==> src/rtl/fault_pkg.sv <==
// Shared definitions for the adder fault-scan controller.
//   scan_state_t : controller FSM states
//   RGB_*        : status LED colour codes, bit 2 = red, 1 = green, 0 = blue
//   vec_width()  : width of the packed {a,b,cin} test vector for a given operand width
package fault_pkg;

  typedef enum logic [2:0] {
    ST_IDLE,
    ST_APPLY,
    ST_WAIT,
    ST_CHECK,
    ST_DONE
  } scan_state_t;

  localparam logic [2:0] RGB_OFF  = 3'b000;
  localparam logic [2:0] RGB_BUSY = 3'b001;
  localparam logic [2:0] RGB_PASS = 3'b010;
  localparam logic [2:0] RGB_FAIL = 3'b100;
  localparam int         RGB_RED  = 2;

  // {a, b, cin}: two operands plus one carry-in bit
  function automatic int vec_width(input int width);
    return 2 * width + 1;
  endfunction

endpackage

==> src/rtl/fault_scan_ctrl_golden_cmp.sv <==
// adder_golden_cmp: combinational reference adder and comparator.
//   a, b, cin  : operands currently driven to the circuit under test
//   sum, cout  : result returned by the circuit under test
//   mismatch   : high when the returned result differs from the golden sum
//   diff       : golden {cout,sum} XOR returned {cout,sum}
module adder_golden_cmp
  import fault_pkg::*;
#(
  parameter int WIDTH = 4
) (
  input  logic [WIDTH-1:0] a,
  input  logic [WIDTH-1:0] b,
  input  logic             cin,
  input  logic [WIDTH-1:0] sum,
  input  logic             cout,
  output logic             mismatch,
  output logic [WIDTH:0]   diff
);

  logic [WIDTH:0] golden;

  always_comb begin
    // Widen before adding so the carry-out is kept
    golden   = {1'b0, a} + {1'b0, b} + {{WIDTH{1'b0}}, cin};
    diff     = golden ^ {cout, sum};
    mismatch = |diff;
  end

endmodule

==> src/rtl/fault_scan_ctrl.sv <==
// fault_scan_ctrl: exhaustive test controller for a WIDTH-bit adder.
// Steps every {a,b,cin} vector through the CUT, waits SETTLE cycles, compares
// against a golden sum and accumulates fault statistics.
//   clk, rst (async, active-low)
//   start, mode         : launch a scan (mode 0 single pass, 1 continuous)
//   dut_a/dut_b/dut_cin : registered operands to the CUT
//   dut_sum/dut_cout    : CUT result
//   busy, done          : scanning / end-of-pass pulse
//   fault_flag, fault_cnt, first_fail_vec, first_fail_diff : results
//   RGB                 : status LED
module fault_scan_ctrl
  import fault_pkg::*;
#(
  parameter int WIDTH  = 4,
  parameter int CNT_W  = 8,
  parameter int SETTLE = 2
) (
  input  logic                         clk,
  input  logic                         rst,
  input  logic                         start,
  input  logic                         mode,
  output logic [WIDTH-1:0]             dut_a,
  output logic [WIDTH-1:0]             dut_b,
  output logic                         dut_cin,
  input  logic [WIDTH-1:0]             dut_sum,
  input  logic                         dut_cout,
  output logic                         busy,
  output logic                         done,
  output logic                         fault_flag,
  output logic [CNT_W-1:0]             fault_cnt,
  output logic [vec_width(WIDTH)-1:0]  first_fail_vec,
  output logic [WIDTH:0]               first_fail_diff,
  output logic [2:0]                   RGB
);

  localparam int             VW        = vec_width(WIDTH);
  localparam logic [VW-1:0]  VEC_MAX   = '1;
  localparam logic [3:0]     WAIT_LAST = (SETTLE > 0) ? 4'(SETTLE - 1) : 4'd0;

  scan_state_t      state_reg, state_next;
  logic [VW-1:0]    vec_reg, vec_next;
  logic [VW-1:0]    opnd_reg, opnd_next;
  logic [3:0]       wait_reg, wait_next;
  logic             mode_reg, mode_next;
  logic             flag_reg, flag_next;
  logic [CNT_W-1:0] cnt_reg, cnt_next;
  logic [VW-1:0]    ffv_reg, ffv_next;
  logic [WIDTH:0]   ffd_reg, ffd_next;

  logic             mismatch;
  logic [WIDTH:0]   diff;

  assign {dut_a, dut_b, dut_cin} = opnd_reg;
  assign fault_flag      = flag_reg;
  assign fault_cnt       = cnt_reg;
  assign first_fail_vec  = ffv_reg;
  assign first_fail_diff = ffd_reg;

  adder_golden_cmp #(
    .WIDTH (WIDTH)
  ) u_cmp (
    .a        (dut_a),
    .b        (dut_b),
    .cin      (dut_cin),
    .sum      (dut_sum),
    .cout     (dut_cout),
    .mismatch (mismatch),
    .diff     (diff)
  );

  always_ff @(posedge clk or negedge rst) begin
    if (!rst) begin
      state_reg <= ST_IDLE;
      vec_reg   <= '0;
      opnd_reg  <= '0;
      wait_reg  <= '0;
      mode_reg  <= 1'b0;
      flag_reg  <= 1'b0;
      cnt_reg   <= '0;
      ffv_reg   <= '0;
      ffd_reg   <= '0;
    end else begin
      state_reg <= state_next;
      vec_reg   <= vec_next;
      opnd_reg  <= opnd_next;
      wait_reg  <= wait_next;
      mode_reg  <= mode_next;
      flag_reg  <= flag_next;
      cnt_reg   <= cnt_next;
      ffv_reg   <= ffv_next;
      ffd_reg   <= ffd_next;
    end
  end

  always_comb begin
    state_next = state_reg;
    vec_next   = vec_reg;
    opnd_next  = opnd_reg;
    wait_next  = wait_reg;
    mode_next  = mode_reg;
    flag_next  = flag_reg;
    cnt_next   = cnt_reg;
    ffv_next   = ffv_reg;
    ffd_next   = ffd_reg;
    busy       = 1'b0;
    done       = 1'b0;
    RGB        = RGB_OFF;

    case (state_reg)
      ST_IDLE, ST_DONE: begin
        if (state_reg == ST_DONE) begin
          RGB = flag_reg ? RGB_FAIL : RGB_PASS;
        end
        if (start) begin
          state_next = ST_APPLY;
          vec_next   = '0;
          mode_next  = mode;
          flag_next  = 1'b0;
          cnt_next   = '0;
          ffv_next   = '0;
          ffd_next   = '0;
        end
      end

      ST_APPLY: begin
        busy       = 1'b1;
        RGB        = RGB_BUSY;
        opnd_next  = vec_reg;
        wait_next  = '0;
        state_next = (SETTLE == 0) ? ST_CHECK : ST_WAIT;
      end

      ST_WAIT: begin
        busy = 1'b1;
        RGB  = RGB_BUSY;
        if (wait_reg == WAIT_LAST) begin
          state_next = ST_CHECK;
        end else begin
          wait_next = wait_reg + 4'd1;
        end
      end

      ST_CHECK: begin
        busy = 1'b1;
        RGB  = RGB_BUSY;
        if (mismatch) begin
          flag_next = 1'b1;
          if (cnt_reg != '1) begin
            cnt_next = cnt_reg + CNT_W'(1);
          end
          // flag_reg still low means this is the first mismatch since start
          if (!flag_reg) begin
            ffv_next = opnd_reg;
            ffd_next = diff;
          end
        end
        if (vec_reg == VEC_MAX) begin
          done = 1'b1;
          if (mode_reg) begin
            vec_next   = '0;
            state_next = ST_APPLY;
          end else begin
            state_next = ST_DONE;
          end
        end else begin
          vec_next   = vec_reg + VW'(1);
          state_next = ST_APPLY;
        end
      end

      default: state_next = ST_IDLE;
    endcase

    // Continuous scans show accumulated faults in red on top of the busy colour
    if (mode_reg && flag_reg) begin
      RGB[RGB_RED] = 1'b1;
    end
  end

endmodule

==> config.mk <==
export PLATFORM = sky130hd
export DESIGN_NAME = fault_scan_ctrl
export DESIGN_NICKNAME = d
export VERILOG_FILES = /design/src/rtl/fault_pkg.sv /design/src/rtl/fault_scan_ctrl_golden_cmp.sv /design/src/rtl/fault_scan_ctrl.sv
export SDC_FILE = /design/constraint.sdc
export NUM_CORES = 1
export LEC_CHECK = 0
export ABC_CLOCK_PERIOD_IN_PS = 4000
export CORE_MARGIN = 4
export CORE_UTILIZATION = 52
export DETAILED_ROUTE_END_ITERATION = 6
export PLACE_DENSITY = 0.87
export SLEW_MARGIN = 20
export SYNTH_ARGS = -nofsm -noshare
export SYNTH_HDL_FRONTEND = slang
export SYNTH_SLANG_ARGS = --single-unit
==> constraint.sdc <==
create_clock -name clk -period 4 [get_ports clk]
set_input_delay 0.8 -clock clk [delete_from_list [all_inputs] [get_ports clk]]
set_output_delay 0.8 -clock clk [all_outputs]
set_load 0.02 [all_outputs]
==> impl_metrics.toml, run 1 <==
[timing]
hold_ws_ps = 481
post-route-min-period_ps = 3310
tns_ps = 0
finalWorstSetupSlack_ps = 692
hold_viol_final = 0
maxSlewViolCount = 0
clock_skew_ps = 9.38
finalCritPeriodShare = 0.827
worst_pin_slew_ps = 1010
setup_violations = 0
grt_setup_unrepaired = "no"
fmax_mhz = 302
relSlewSlack = 0.325

[clocking]
cts.sinks = 49
cts-htree-levels = 2
post_cts_resized = 0
cts_tree = "yes"
insertion_delay_ps = 310
numCtsBuffers = 5
post_cts_buffers = 0
clk_pin_slew_ps = 80
cts_buffer_depth = 2
ctsHoldBuffers = 0
root_buffer = "clkbuf_8"

[power]
power_density_nw_per_um2 = 609
total_power_mw = 1.83
ir_worst_vdd_mv = 0.324
leakage_nw = 1.39

[run]
maxCapViolations = 0

[place]
io_buffers = 45
post-place-cells = 325
hpwl_um = 3820
finalWeightedCongestion = 0.893
dp_slack_ps = 1040

[setup_path]
critPathMaxFanout = 7
path_class = "reg2out"
slowest_stage = "clkdlybuf4s50_1"
required_ps = 3200
start_kind = "flop"
end_kind = "primary output"
crit_arrival_ps = 2510
path_buf_inv = 1
critPathMostFrequentCell = "and3_1"
cpLargestDelayFamily = "simple AND/OR/NAND/NOR gates"
slowest_delay_ps = 540
path_cells = "ha_1, and3_1, and3_1, and3_1, ha_1, and2_1, clkdlybuf4s50_1"

[run_status]
status = "complete, no violations"

[drt]
drcViolationCount = 0
vias_per_cell = 5.73
wl_um = 5030
first_pass_iters = 5
drt-initial-drc-count = 93
vias = 1908
wire_per_inst_um = 15.1
drtAntennaViolNets = 0

[floorplanning]
die_w_um = 76.5
die_area_um2 = 5860
num_rows = 24
io_pins = 46
fp.dieH_um = 76.5
coreArea_um2 = 4440
start_util = 0.550

[final_layout]
nNetsFinal = 299
final_cells = 333
drive_above_1_share = 0.0854
n_antenna_cell = 0
area_growth_pct = 22.8

[logic_synthesis]
async_flop_share = 1.00
syn_inst = 235
synthTopCellsByArea = "dfrtp_1 (50%), a22o_1 (4.7%), o21ai_0 (4.3%)"
synth_top_area_frac = 0.502
syn_avg_cell_area_um2 = 10.4
ys.flop_type = "dfrtp_1"
ys_seq_area_frac = 0.502
ys_types = 42
syn_area_um2 = 2440
syn_nets = 254
yosysTopAreaCell = "dfrtp_1"
synth_edf_count = 0
ys_top_cells_by_count = "dfrtp_1 (49), nor2_1 (24), nand2_1 (22)"
yosysMostFrequentCell = "dfrtp_1"
ys_seq_elements = 49
ys_warn_count = 0

[grt]
grt_pass1_vias = 1822
antenna_found_initial = 0
grtUsageTotal = 0.180
grt_max_degree = 50
overflow = 0
grt_pass1_wl_um = 8510

[hold_path]
hold_path.class = "reg2reg"
[routing by layer]
metal | track usage | part of all wire | up-vias
li1 | - | - | 928
met1 | 0.225 | 0.46 | 925
met2 | 0.301 | 0.48 | 44
met3 | 0.0414 | 0.038 | 11
met4 | 0.0725 | 0.022 | 0
met5 | 0 | 0 | -
[area by class of cell]
cell class,count,area (um^2)
clock buffers,6,72.6
well taps,52,65.1
multi-input cells,171,1140
inverters,8,30.0
clock inverters,2,15.0
repair buffers,45,448
fillers,363,1440
flip-flops and latches,49,1230
[placed cells by master (no fill, tap or decap), types with 7 or more instances in the layout]
master           count
a22o_1              13
clkdlybuf4s50_1     44
dfrtp_1             49
nand2_1             22
ha_1                 8
a21oi_1              7
nor2_1              24
o21ai_0             21
inv_1                7
and3_1               8
[power breakdown]
part           internal [mW]  total (mW)  switching, mW  leakage [nW]
Clock                  0.123       0.286          0.163        0.0374
Sequential             0.611       0.745          0.134         0.661
Combinational          0.355       0.798          0.443         0.696
Total                   1.09        1.83          0.740          1.39
[path summary, 6_finish.rpt]
check / from / slack, ps / cells after the start / end
max: vec_reg[0]$_DFFE_PN0P_ / 690 / 7 / done
min: first_fail_diff[2]$_DFFE_PN0P_ / 480 / 1 / first_fail_diff[2]$_DFFE_PN0P_
max reg2reg: opnd_reg[5]$_DFFE_PN0P_ / 1100 / 9 / fault_cnt[6]$_DFFE_PN0P_
min reg2reg: first_fail_diff[2]$_DFFE_PN0P_ / 480 / 1 / first_fail_diff[2]$_DFFE_PN0P_
max in group asynchronous: rst / 3100 / 1 / first_fail_vec[5]$_DFFE_PN0P_
min in group asynchronous: rst / 490 / 1 / state_reg[2]$_DFFE_PN0P_
[stage by stage]
stage                      util  area (um^2)
after floorplan               -         2440
after global placement    0.655         2910
final                     0.675         3000
after CTS                 0.675         3000
after global routing      0.675         3000
after detailed placement  0.655         2910
[cell families after synthesis]
family	after synthesis	share of synthesized area
AND/OR/NAND/NOR	81	0.164
AO/OA/AOI/OAI	63	0.179
flip-flops	49	0.502
buffers and inverters	15	0.0297
XOR/XNOR	11	0.0394
adder cells (fa/ha/maj)	10	0.0574
multiplexers	6	0.0277
Note: power is estimated with default switching activity, not from simulation.
==> run 2, diff against run 1 <==
--- a/config.mk
+++ b/config.mk
@@ -5,11 +5,11 @@
 export SDC_FILE = /design/constraint.sdc
 export NUM_CORES = 1
 export LEC_CHECK = 0
-export ABC_CLOCK_PERIOD_IN_PS = 4000
+export ABC_CLOCK_PERIOD_IN_PS = 2900
 export CORE_MARGIN = 4
-export CORE_UTILIZATION = 52
+export CORE_UTILIZATION = 47
 export DETAILED_ROUTE_END_ITERATION = 6
-export PLACE_DENSITY = 0.87
+export PLACE_DENSITY = 0.83
 export SLEW_MARGIN = 20
 export SYNTH_ARGS = -nofsm -noshare
 export SYNTH_HDL_FRONTEND = slang
==> constraint.sdc (replaced) <==
create_clock -name clk -period 2.9 [get_ports clk]
set_input_delay 0.58 -clock clk [delete_from_list [all_inputs] [get_ports clk]]
set_output_delay 0.58 -clock clk [all_outputs]
set_load 0.02 [all_outputs]
==> run 2 against run 1 <==
  * Global-route usage is 0.13 points lower
  * Total power is 43% higher
  * First-iteration DRC count is 42% higher
  * Sequential power is 37% higher
  * Hold slack worse by 190 ps
  * Die area is 9.5% higher
  * Largest cell class unchanged
  * Largest power group unchanged
  * Highest routed layer unchanged
==> impl_metrics.toml, run 2 (synthesized netlist as in run 1, its figures left out) <==
[drt]
vias = 1944
vias_per_cell = 5.46
wire_per_inst_um = 14.9
drt-initial-drc-count = 132
first_pass_iters = 4
drtAntennaViolNets = 0
drcViolationCount = 0
wl_um = 5310

[setup_path]
end_kind = "flop"
slowest_stage = "or4_4"
start_kind = "flop"
path_cells = "inv_2, fa_1, inv_1, fa_2, xnor2_2, nand3_1, or4_4, buf_4, a41o_1, o21a_1"
path_class = "reg2reg"
required_ps = 3090
crit_arrival_ps = 2960
ff2ff_setup_slack_ps = 130
slowest_delay_ps = 480
critPathMaxFanout = 7

[final_layout]
final_common_cell = "dfrtp_1"
area_growth_pct = 27.1
final_cell_mix = "dfrtp_1 (48), clkdlybuf4s50_1 (43), nor2_1 (24), nand2_1 (22), o21ai_0 (21)"
n_antenna_cell = 0
fillers = 417
drive_above_1_share = 0.135
nNetsFinal = 307

[timing]
fmax_mhz = 361
hold_ws_ps = 296
relSlewSlack = 0.571
tns_ps = 0
finalCritPeriodShare = 0.956
hold_viol_final = 0
maxSlewViolCount = 0
grt_setup_unrepaired = "no"
post-route-min-period_ps = 2770
clock_skew_ps = 3.64
worst_pin_slew_ps = 643
setup_violations = 0

[power]
ir_worst_vdd_mv = 0.504
total_power_mw = 2.62
comb_power_share = 0.446
power_frac_seq = 0.388
power.share.switching = 0.393
intPower_mw = 1.59
pwr-share-clk = 0.166
p_switching_mw = 1.03
power_density_nw_per_um2 = 843
leakage_nw = 1.46

[grt]
grtUsageTotal = 0.179
overflow = 0
antenna_found_initial = 0
grt_pass1_wl_um = 8950
grt_max_degree = 31
grt_pass1_vias = 1846

[clocking]
cts.sinks = 49
numCtsBuffers = 5
cts_tree = "yes"
cts-htree-levels = 2
root_buffer = "clkbuf_8"
cts_buffer_depth = 2
ctsHoldBuffers = 0
insertion_delay_ps = 300
clk_pin_slew_ps = 80

[run]
maxCapViolations = 0

[run_status]
status = "complete, no violations"

[place]
hpwl_um = 4030
finalWeightedCongestion = 0.851
io_buffers = 45

[floorplanning]
coreArea_um2 = 4880
die_area_um2 = 6410
io_pins = 46
num_rows = 25
start_util = 0.501
fp.dieH_um = 80.1
die_w_um = 80.1

[hold_path]
hold_path.class = "in2async"
## run 2: cell count changes in the layout (fill, tap and decap cells not counted), sizes merged
cell	change
dlygate4sd2	+1
clkbuf	+1
clkinvlp	-2
clkdlybuf4s50	-1
clkinv	+1
buf	+8
## run 2: power by group through the flow
stage | sequential, mW | combinational (mW) | clock [mW]
finish | 1.02 | 1.17 | 0.434
global route | 1.04 | 1.28 | 0.487
CTS | 1.01 | 1.16 | 0.447
detailed placement | 1.03 | 1.15 | 0
global placement | 1.02 | 1.13 | 0
floorplan | 1.11 | 0.633 | 0
## run 2: per-stage QoR
stage	area, um^2	worst slack (ps)	util	cells
2_1_floorplan	2440	7.70	-	235
3_3_place_gp	2980	117	0.611	347
3_5_place_dp	2980	43.1	0.611	347
4_1_cts	3080	20.9	0.632	355
5_1_grt	3100	5.57	0.636	356
6_report	3100	128	0.636	356
## run 2: final timing paths
kind,from,to,cells after the start
worst max-delay path,opnd_reg[5]$_DFFE_PN0P_,fault_cnt[5]$_DFFE_PN0P_,10
worst min-delay path,rst,state_reg[1]$_DFFE_PN0P_,1
worst max register to register,opnd_reg[5]$_DFFE_PN0P_,fault_cnt[5]$_DFFE_PN0P_,10
worst min register to register,first_fail_diff[1]$_DFFE_PN0P_,first_fail_diff[1]$_DFFE_PN0P_,1
max in group asynchronous,rst,first_fail_diff[3]$_DFFE_PN0P_,2
min in group clk,first_fail_diff[1]$_DFFE_PN0P_,first_fail_diff[1]$_DFFE_PN0P_,1
## run 2: area by class of cell
class,instances,area (um^2),share of cell area
sequential,49,1230,0.395
multi-input combinational,171,1160,0.373
timing repair buffer,53,504,0.162
clock buffer,7,96.3,0.0310
tap,67,83.8,0.0270
inverter,8,30.0,0.00967
clock inverter,1,5.00,0.00161
## run 2: metal layers
layer / GRT usage / wire length [um]
met1: 0.240 / 2420
met2: 0.286 / 2600
met3: 0.0482 / 234
met4: 0.0473 / 55
met5: 0 / 0
## run 2: repair_timing
action,CTS,global route
endpoints found under the setup margin,1,22
cloned,0,0
gates resized for setup,1,5
setup buffers,0,1
pin swaps,0,3
## run 2: worst max-delay path, delay by kind of cell (launching register included)
family	cells	cell delay (ps)
compound gates	2	320
xor+xnor	1	160
fa+ha+maj	2	880
buf+inv	3	330
flops	1	390
simple gates	2	570
==> run 3, diff against run 2 <==
--- a/config.mk
+++ b/config.mk
@@ -5,11 +5,11 @@
 export SDC_FILE = /design/constraint.sdc
 export NUM_CORES = 1
 export LEC_CHECK = 0
-export ABC_CLOCK_PERIOD_IN_PS = 2900
+export ABC_CLOCK_PERIOD_IN_PS = 2810
 export CORE_MARGIN = 4
-export CORE_UTILIZATION = 47
+export CORE_UTILIZATION = 52
 export DETAILED_ROUTE_END_ITERATION = 6
-export PLACE_DENSITY = 0.83
+export PLACE_DENSITY = 0.87
 export SLEW_MARGIN = 20
 export SYNTH_ARGS = -nofsm -noshare
 export SYNTH_HDL_FRONTEND = slang
==> constraint.sdc (replaced) <==
create_clock -name clk -period 2.81 [get_ports clk]
set_input_delay 0.562 -clock clk [delete_from_list [all_inputs] [get_ports clk]]
set_output_delay 0.562 -clock clk [all_outputs]
set_load 0.02 [all_outputs]
==> run 3 against run 2 <==
  * Cell count decreased by 2.5%
  * Worst setup slack got worse by 110 ps
  * Sequential share of layout area down 0.66 points
  * Combinational power is 9% higher
  * Largest power group unchanged
  * Via count grew 3.2%
  * Design area grew 1.9%
==> impl_metrics.toml, run 3 (synthesized netlist as in run 1, its figures left out) <==
[floorplanning]
coreArea_um2 = 4440
io_pins = 46
num_rows = 24
die_w_um = 76.5
die_area_um2 = 5860
fp.dieH_um = 76.5
start_util = 0.550

[grt]
grt_max_degree = 33
overflow = 0
antenna_found_initial = 0
grt_pass1_vias = 1983
grt_pass1_wl_um = 9360
grtUsageTotal = 0.196

[final_layout]
area_growth_pct = 29.5
nNetsFinal = 313
seq_area_um2 = 1230
n_antenna_cell = 0
fillers = 315
drive_above_1_share = 0.176
final_common_cell = "dfrtp_1"
multi_input_area_um2 = 1180
final_cell_mix = "dfrtp_1 (46), clkdlybuf4s50_1 (43), nor2_1 (24), nand2_1 (22), o21ai_0 (21)"

[clocking]
cts.sinks = 49
clk_pin_slew_ps = 90
root_buffer = "clkbuf_8"
insertion_delay_ps = 300
cts_tree = "yes"
cts-htree-levels = 2
cts_buffer_depth = 2
numCtsBuffers = 5

[power]
total_power_mw = 2.76
power.share.switching = 0.395
power_frac_seq = 0.382
intPower_mw = 1.67
p_switching_mw = 1.09
pwr-share-clk = 0.160
power_density_nw_per_um2 = 873
comb_power_share = 0.458
leakage_nw = 1.49
ir_worst_vdd_mv = 0.427

[timing]
hold_viol_final = 0
relSlewSlack = 0.543
worst_pin_slew_ps = 685
tns_ps = 0
clock_skew_ps = 7.32
post-route-min-period_ps = 2790
maxSlewViolCount = 0
finalCritPeriodShare = 0.992
fmax_mhz = 359
grt_setup_unrepaired = "yes"
setup_violations = 0

[hold_path]
hold_path.class = "in2async"

[drt]
wl_um = 5600
drcViolationCount = 0
wire_per_inst_um = 16.1
vias = 2007
vias_per_cell = 5.78
drtAntennaViolNets = 0
first_pass_iters = 4
drt-initial-drc-count = 215

[run_status]
status = "complete, no violations"

[setup_path]
path_class = "reg2reg"
end_kind = "flop"
critPathMaxFanout = 7
start_kind = "flop"
required_ps = 3000
crit_arrival_ps = 2980

[place]
io_buffers = 45
hpwl_um = 4020
finalWeightedCongestion = 0.824

[run]
maxCapViolations = 0
[run 3: cell types whose count changed in the layout (fill, tap and decap cells not counted), moves of 2 or more]
cell,delta
buf_4,+5
dfrtp_1,-2
dfrtp_2,+2
inv_1,-2
inv_2,+2
[run 3: power by group through the flow]
stage	logic, mW	registers [mW]	clock network (mW)
2_1_floorplan	0.665	1.15	0
3_3_place_gp	1.18	1.06	0
3_5_place_dp	1.21	1.06	0
4_1_cts	1.23	1.05	0.458
5_1_grt	1.37	1.08	0.491
6_report	1.27	1.05	0.441
[run 3: area by class of cell]
cell class              count  area share
clock buffers               7      0.0305
clock inverters             1     0.00158
inverters                   8     0.00949
multi-input cells         171       0.373
flip-flops and latches     49       0.389
well taps                  52      0.0206
repair buffers             59       0.176
[run 3: worst paths after layout]
kind                                           startpoint                        endpoint  slack, ps  depth (start not counted)
min in group clk           first_fail_diff[2]$_DFFE_PN0P_  first_fail_diff[2]$_DFFE_PN0P_        480                          1
min reg2reg                first_fail_diff[2]$_DFFE_PN0P_  first_fail_diff[2]$_DFFE_PN0P_        480                          1
min                                                   rst        state_reg[1]$_DFFE_PN0P_        290                          1
max in group asynchronous                             rst        fault_cnt[6]$_DFFE_PN0P_       1810                          2
max reg2reg                       opnd_reg[0]$_DFFE_PN0P_        fault_cnt[5]$_DFFE_PN0P_         20                         11
max                               opnd_reg[0]$_DFFE_PN0P_        fault_cnt[5]$_DFFE_PN0P_         20                         11
[run 3: routing by layer]
layer	GRT usage	wire length [um]	share of wire
met5	0	0	0
met4	0.0580	76	0.014
met3	0.0449	299	0.053
met2	0.340	2840	0.51
met1	0.242	2380	0.43
[run 3: timing repair]
item | CTS | global route
buffers inserted | 4 | 4
resized for setup | 1 | 6
hold buffers | 0 | 0
endpoints found under the setup margin | 6 | 24
hold endpoints to repair | 0 | 0
pin swaps | 4 | 10
[run 3: stage by stage]
step                      cells  hold WS (ps)  setup slack, ps  area [um^2]  utilization
after detailed placement    331           467             14.3         2970        0.669
final                       347           293             21.6         3160        0.712
after floorplan             235           266            -5.16         2460            -
after global placement      331           459             85.7         2970        0.669
after CTS                   343           312             2.11         3110        0.701
after global routing        347           337            -60.4         3160        0.712
[run 3: critical path, stage by stage, from the launching register on]
cell     delay, ps
dfrtp_2        420
inv_2           80
fa_2           200
inv_2           50
fa_2           380
xor2_2         170
xnor2_2        190
nand3_1        110
or4_4          610
buf_12         170
a41o_1         220
o21a_1         100
==> patch (settings of run 1) <==
The parameter `CNT_W` goes from 8 to 12.
--- a/src/rtl/fault_scan_ctrl.sv
+++ b/src/rtl/fault_scan_ctrl.sv
@@ -14,3 +14,3 @@
   parameter int WIDTH  = 4,
-  parameter int CNT_W  = 8,
+  parameter int CNT_W  = 12,
   parameter int SETTLE = 2
Ports: changed (resized fault_cnt); port bits go from 46 to 50. The function was not compared with the original's and may differ.
==> patch against run 1 <==
- die area is 13% higher
- clock skew is 3.1 ps higher
- routed wire length grew 26%
- final area grew 14%
- synthesized area up 15%
- first-iteration DRC count is 15% higher
- combinational power grew 34%
- power is 23% higher
- worst setup slack got worse by 46 ps
- non-clock buffer count up 6
- sequential cell count grew 4
- synthesized cell count is 18% higher
==> patch: results (changes against run 1) <==
STA
The largest clock skew in the final design is 12.5 ps (+3.08 ps). The worst slew margin relative to its limit is 21.5% (-11 points). The time the final worst path needs with I/O delays and setup is 3350 ps (+46.0 ps).

Place
The number of port buffers is 49 (+8.9%). The post-placement setup slack was 708 ps (-332 ps). The post-DP HPWL is 4540 um (+19%). The number of placed cells counting well taps is 383 (+18%).

Routing
The wire length on met2 was 3200 um (+33%). The length of the first detailed-routing pass in iterations was 4 (-1). The violation count after the first detailed-route iteration is 107 (+15%).

Synth
The unique cell type count in the Yosys netlist is 45 (+7.1%). The post-synthesis cell count is 277 (+18%). By area the synthesized netlist is led by sky130_fd_sc_hd__dfrtp_1 47%, sky130_fd_sc_hd__a32o_1 5.7%, sky130_fd_sc_hd__o21ai_0 4.1%, sky130_fd_sc_hd__ha_1 3.6%, sky130_fd_sc_hd__mux2_2 2.8%. The synthesized net count is 296 (+17%).

Critical path
The worst-case register-to-register setup slack is 650 ps (-450 ps). The maximum fanout encountered on the critical timing path is 15 (+8). Tracing the worst setup path back leads to its startpoint at opnd_reg[5]. The endpoint of the worst setup timing path is fault_cnt[10].

Power and ir drop
The static leakage is 1.47 nW (+5.7%). The largest voltage drop on the vdd net is 0.000308 V (-5.0%).

Layout
The final-layout fill cell count came to 396 (+9.1%). The final net count came to 339 (+13%).

Run status
The run finished with clean final reports.

GRT
The maximum number of pins on one net before global-route repair is 36 (-28%). The wire length of the first global-routing pass is 10500 um (+24%). The met2 track demand over resource in global routing is 34.0% (+3.8 points).

Clock tree
The clock slew at the register clock pins of the worst setup and hold paths was 100 ps (+20 ps).
-- patch: cell types whose count changed after synthesis, moves of 6 or more --
cell	run 1	this run
sky130_fd_sc_hd__a22o_1	13	3
sky130_fd_sc_hd__and2_1	2	11
sky130_fd_sc_hd__a32o_1	2	16
sky130_fd_sc_hd__o211ai_1	1	9
sky130_fd_sc_hd__clkbuf_1	4	12
sky130_fd_sc_hd__inv_1	7	13
-- patch: worst max-delay path, cell delays in order (launching register included) --
cell and delay [ps]:
sky130_fd_sc_hd__dfrtp_1 360, sky130_fd_sc_hd__inv_1 80, sky130_fd_sc_hd__fa_1 450, sky130_fd_sc_hd__inv_1 90, sky130_fd_sc_hd__fa_1 210, sky130_fd_sc_hd__a21o_1 120, sky130_fd_sc_hd__a21oi_1 70, sky130_fd_sc_hd__xnor2_1 910
sky130_fd_sc_hd__or2_0 720, sky130_fd_sc_hd__a32o_1 280
-- patch: power breakdown --
part | switching (mW) | internal, mW | leakage [nW]
clock network | 0.174 | 0.125 | 0.0456
registers | 0.182 | 0.687 | 0.714
logic | 0.604 | 0.471 | 0.714
-- patch: logic make-up after synthesis --
kind of cell | count (synthesis) | synth area share, %
muxes | 9 | 3.52
xor gates and xnor gates | 10 | 3.66
DFF | 53 | 47.3
adders and majority gates | 10 | 5.00
and+or+nand+nor | 97 | 18.0
buffers and inverters | 28 | 4.10
AOI/OAI and AO/OA | 70 | 18.5
-- patch: layout make-up --
cell class                      instances  area, um^2  area share, %
Multi-Input combinational cell        196        1360           40.0
Sequential cell                        53        1330           38.9
Timing Repair Buffer                   51         500           14.7
Tap cell                               70        87.6           2.57
Clock buffer                            6        72.6           2.13
Inverter                               13        48.8           1.43
Clock inverter                          2        13.8          0.403
